**src/rtl/uio_bus_arb_pkg.sv**
```systemverilog
// vc_uio_pkg: shared types and constants for the uio pin-bank arbiter.
package vc_uio_pkg;
  typedef enum logic [1:0] {ARB_IDLE, ARB_OWN0, ARB_OWN1, ARB_TURN} arb_state_e;
  localparam logic UIO_REQ_CPU = 1'b0;
  localparam logic UIO_REQ_DBG = 1'b1;
  localparam int UIO_TURN_DEFAULT = 2;
  // Round robin: on contention the requester that did not own last wins.
  function automatic arb_state_e uio_pick(logic r0, logic r1, logic last);
    return (r0 && (!r1 || last == UIO_REQ_DBG)) ? ARB_OWN0 : r1 ? ARB_OWN1 : ARB_IDLE;
  endfunction
endpackage

```
**src/rtl/uio_arb_timer.sv**
```systemverilog
// uio_arb_timer: loadable saturating down-counter with an expiry flag.
module uio_arb_timer #(
  parameter int W = 16
) (
  input  logic         clk,
  input  logic         reset,
  input  logic         ld_i,
  input  logic [W-1:0] val_i,
  input  logic         en_i,
  output logic         exp_o
);
  logic [W-1:0] cnt_q, cnt_d;
  always_comb cnt_d = ld_i ? val_i : (en_i && cnt_q != '0) ? cnt_q - 1'b1 : cnt_q;
  always_ff @(posedge clk)
    if (reset) cnt_q <= '0;
    else cnt_q <= cnt_d;
  assign exp_o = cnt_q == '0;
endmodule

```
**src/rtl/uio_bus_arb.sv**
```systemverilog
// uio_bus_arb: two-requester owner sequencer for the uio pin bank with turnaround and watchdog.
module uio_bus_arb
  import vc_uio_pkg::*;
#(
  parameter logic [15:0] HOLD_MAX    = 16'd1024,
  parameter int          TURN_CYCLES = UIO_TURN_DEFAULT
) (
  input  logic       clk,
  input  logic       reset,
  input  logic       req0,
  input  logic       done0,
  input  logic [7:0] out0,
  input  logic [7:0] oe0,
  output logic       gnt0,
  input  logic       req1,
  input  logic       done1,
  input  logic [7:0] out1,
  input  logic [7:0] oe1,
  output logic       gnt1,
  output logic [7:0] uio_out,
  output logic [7:0] uio_oe,
  output logic       busy,
  output logic       timeout,
  output logic       timeout_id
);
  arb_state_e state_q, state_d, pick;
  logic last_q, last_d, to_q, to_d, tid_q, tid_d;
  logic own, id, rel, wd, leave, enter, hold_exp, turn_exp;
  always_comb begin
    own   = state_q == ARB_OWN0 || state_q == ARB_OWN1;
    id    = state_q == ARB_OWN1;
    rel   = own && ((id ? done1 : done0) || !(id ? req1 : req0));
    // A done or dropped request on the expiry cycle wins over the watchdog.
    wd    = own && hold_exp && !rel;
    leave = rel || wd;
    pick  = uio_pick(req0, req1, last_q);
    state_d = state_q == ARB_IDLE ? pick :
              own ? (leave ? ARB_TURN : state_q) :
              turn_exp ? pick : ARB_TURN;
    enter  = !own && (state_d == ARB_OWN0 || state_d == ARB_OWN1);
    last_d = leave ? id : last_q;
    to_d   = wd;
    tid_d  = wd & id;
  end
  always_ff @(posedge clk)
    if (reset) begin
      state_q <= ARB_IDLE;
      last_q  <= UIO_REQ_DBG;
      to_q    <= 1'b0;
      tid_q   <= 1'b0;
    end else begin
      state_q <= state_d;
      last_q  <= last_d;
      to_q    <= to_d;
      tid_q   <= tid_d;
    end
  uio_arb_timer #(.W(16)) u_hold (
    .clk(clk), .reset(reset), .ld_i(enter || leave),
    .val_i(enter ? HOLD_MAX - 16'd1 : 16'd0), .en_i(own), .exp_o(hold_exp)
  );
  uio_arb_timer #(.W(4)) u_turn (
    .clk(clk), .reset(reset), .ld_i(leave),
    .val_i(4'(TURN_CYCLES - 1)), .en_i(state_q == ARB_TURN), .exp_o(turn_exp)
  );
  assign gnt0       = state_q == ARB_OWN0;
  assign gnt1       = state_q == ARB_OWN1;
  assign busy       = state_q != ARB_IDLE;
  assign uio_out    = gnt0 ? out0 : gnt1 ? out1 : 8'h00;
  assign uio_oe     = gnt0 ? oe0 : gnt1 ? oe1 : 8'h00;
  assign timeout    = to_q;
  assign timeout_id = tid_q;
endmodule

```
**config.mk**
```make
export PLATFORM = sky130hd
export DESIGN_NAME = uio_bus_arb
export DESIGN_NICKNAME = d
export VERILOG_FILES = /design/src/rtl/uio_bus_arb_pkg.sv /design/src/rtl/uio_arb_timer.sv /design/src/rtl/uio_bus_arb.sv
export SDC_FILE = /design/constraint.sdc
export NUM_CORES = 1
export LEC_CHECK = 0
export BUFFER_PORTS_ARGS = -buffer_cell sky130_fd_sc_hd__buf_2
export CAP_MARGIN = 20
export CORE_MARGIN = 2
export CORE_UTILIZATION = 40
export CTS_CLUSTER_DIAMETER = 80
export DETAILED_ROUTE_END_ITERATION = 10
export PLACE_DENSITY = 0.7
export SYNTH_ARGS = -nofsm -noshare
export SYNTH_HDL_FRONTEND = slang
export SYNTH_SLANG_ARGS = --single-unit
```
**constraint.sdc**
```tcl
create_clock -name clk -period 2.4 [get_ports clk]
set_input_delay 0.12 -clock clk [delete_from_list [all_inputs] [get_ports clk]]
set_output_delay 0.12 -clock clk [all_outputs]
set_load 0.01 [all_outputs]
```
==> flow_summary_export.csv <==
group,metric,value,unit
run_status,status,"completed",
synth,synthFlopType,"dfxtp_1",
setup_path,r2r-end,"last_q",
setup_path,rr_startpoint,"u_hold.cnt_q[0]",
finish,fin_cells,286,
finish,final_net_count,285,
power,vdd.ir_drop.worst,0.508,mV
synth,ys_top_cells_by_area,"dfxtp_1, a22o_1, xnor2_1, ha_1, nor2_1",
timing,slew_headroom,0.496,
synth,synth-seq-cells,25,
power,p_per_area,1200,nW/um^2
floorplan,rows,22,
power,p_total,2.34,mW
setup_path,worstSetupPathDepth,6,
route,ant_nets,0,
power,p_switching,1.02,mW
timing,fin_setup_tns,0,ps
floorplan,die_y,65.3,microns
place,post-dp-hpwl,2.87,mm
synth,syn_area,1500,sq um
timing,fmax,434,MHz
clock_tree,cts_hold_buf,0,
timing,timing.final.ws_setup,97.8,ps
synth,ys_async_sr_fraction,0,
clock_tree,htreeDepth,1,
timing,period_minus_slack,2300,ps
clock_tree,numCtsBuffers,3,
synth,synth_top_family_by_area,"simple AND/OR/NAND/NOR gates",
global_route,grt-ovfl-total,0,
timing,fin_crit_sh,0.959,
power,p_int,1.32,mW
clock_tree,clockBufferDepth,2,
place,dp.cells,280,
finish,layout-drive-gt1-share,0.353,
global_route,grtUsageTotal,0.174,
timing,tightest_slew,748,ps
finish,final_cell_mix,"buf_2, dfxtp_1, a22o_1, nor2_1, xnor2_1",
setup_path,rrSetupSlack,100,ps
setup_path,reg2reg_depth,6,
finish,fin_area,1960,sq um
power,cellLeakagePower,0.861,nW
synth,synth-compound-area-share,0.187,
global_route,grt_pass1_wl,5.78,mm
setup_path,critPathMaxStageDelay,600,ps
synth,yosys_warnings,0,
setup_path,startpoint_type,"flip-flop",
floorplan,die_w,65.3,microns
floorplan,core-area,3630,sq um
place,dp_worst_setup_slack,83.6,ps
setup_path,worstPathBufferInverterCount,1,
timing,hold_viol,0,
route,vias,1480,
place,post_dp_cell_area,1890,sq um
synth,synthMuxAreaShare,0,
setup_path,endpoint,"last_q",
synth,syn_inst,174,
timing,finClkSkew,4.71,ps
synth,synth_fp_nets,220,
floorplan,initial_core_util,0.414,
synth,yosys.area_share.simple,0.275,
clock_tree,tritoncts,"built",
synth,synth_edf_count,0,
hold_path,min_path_type,"in2reg",
power,sequentialPowerShare,0.281,
route,finalWirelength,3.68,mm
place,io_buffers,58,
synth,synth_top_area_frac,0.333,
flow_run,max-cap-violations,0,
synth,synth_adder_area_share,0.0666,
timing,setup_violations,0,
setup_path,critPathArrivalTime,2470,ps
synth,ys_types,37,
setup_path,path_cells,"inv_1, ha_1, or4b_2, or4_4, and3_4, a211o_1",
route,wl_per_cell,12.9,microns
global_route,antenna_found_initial,0,
global_route,grt_pass1_vias,1214,
power,p_clk_frac,0.105,
finish,antenna_cells,0,
clock_tree,clock-sinks,25,
route,vias_per_cell,5.17,
floorplan,io_pins,59,
setup_path,crit_type,"reg2reg",
synth,yosysTopAreaCell,"dfxtp_1",
finish,area_growth,30.1,%
setup_path,required,2570,ps
setup_path,path_max_fanout,5,
setup_path,crit_slowest_cell,"or4b_2",
power,comb_power_share,0.614,
setup_path,cp-startpoint,"u_hold.cnt_q[0]",
place,gp_congestion,0.815,
synth,synth_xor_area_frac,0.0933,
synth,synth_seq_area_share,0.333,
route,initialDrtViolationCount,58,
setup_path,worstSetupEndpointType,"flip-flop",
finish,final_common_cell,"buf_2",
power,switching_share,0.436,
clock_tree,clk_pin_slew,80,ps
route,drc_errors,0,
route,drtPass1Iterations,4,
clock_tree,clock-root-buffer,"clkbuf_8",
synth,syn_avg_cell_area,8.64,sq um
setup_path,crit_family,"simple AND/OR/NAND/NOR gates",
floorplan,die_area,4260,sq um
clock_tree,worstSkewPairLatency,270,ps
global_route,grt_start_max_net_pins,19,
timing,finalMaxSlewViolations,0,
==> through the flow <==
| step | hold slack (ps) | utilization |
|---|---|---|
| 2_1_floorplan | 194 | - |
| 3_3_place_gp | 481 | 0.520 |
| 3_5_place_dp | 474 | 0.520 |
| 4_1_cts | 189 | 0.533 |
| 5_1_grt | 213 | 0.538 |
| 6_report | 197 | 0.538 |
==> repair_timing <==
item / 4_1_cts / 5_1_grt
setup endpoints to repair: 0 / 21
buffers inserted: 0 / 1
gates resized for setup: 0 / 2
==> power by group through the flow <==
stage	Sequential [mW]	Combinational, mW	Clock (mW)
after CTS	0.654	1.42	0.259
after detailed placement	0.662	1.41	0
after global placement	0.660	1.41	0
after global routing	0.680	1.60	0.278
final	0.658	1.44	0.247
after floorplan	0.638	1.00	0
==> synthesized netlist by cell type, types with 2 or more instances <==
master and count:
nand2b_1 4, a21oi_1 6, nand2_1 8, nor4_1 6, or3b_2 3, a22o_1 15, nor2b_1 2, inv_1 8
nand4b_1 2, clkbuf_1 6, and2_1 2, a31oi_1 2, o31a_1 2, o31ai_1 2, nand3b_1 2, xor2_1 4
a211o_1 2, nor2_1 13, or4_1 3, xnor2_1 12, o21ai_0 8, nor3_1 7, nand3_1 7, nand4_1 3
dfxtp_1 25, or2_2 2, ha_1 8
==> registers in the layout (all words and copies together) (netlist names) <==
signal	flops
u_turn.cnt_q	4
u_hold.cnt_q	16
timeout_id	1
state_q	2
last_q	1
timeout	1
==> cell families (layout without fill, tap and decap cells) <==
kind of cell / Yosys count / after routing
xor gates and xnor gates: 16 / 16
buffers and inverters: 16 / 79
AOI/OAI and AO/OA: 39 / 39
adders and majority gates: 8 / 8
and+or+nand+nor: 70 / 71
DFF: 25 / 25
==> worst min-delay path by stage <==
stage | from | end | slack [ps] | cells after the start
2_1_floorplan | reset | timeout | 190 | 1
3_3_place_gp | reset | u_turn.cnt_q[0] | 480 | 2
3_5_place_dp | reset | u_hold.cnt_q[2] | 470 | 2
4_1_cts | reset | u_turn.cnt_q[0] | 190 | 2
5_1_grt | reset | u_hold.cnt_q[0] | 210 | 2
6_report | reset | u_hold.cnt_q[0] | 200 | 2
==> layer usage <==
layer / wire (microns) / part of all wire / vias to the layer above / GRT usage
met5: 0 / 0 / - / 0
met4: 53 / 0.014 / 0 / 0.0625
met3: 149 / 0.040 / 7 / 0.0411
met2: 1660 / 0.45 / 34 / 0.244
met1: 1820 / 0.49 / 670 / 0.257
li1: - / - / 769 / -
==> final cells by class <==
| type | count | area, sq um |
|---|---|---|
| sequential | 25 | 502 |
| timing repair buffer | 67 | 358 |
| multi-input combinational | 134 | 961 |
| clock buffer | 4 | 45.0 |
| tap | 48 | 60.1 |
| fill | 347 | 1680 |
| inverter | 8 | 30.0 |
Power figures use the tool's default switching activity.
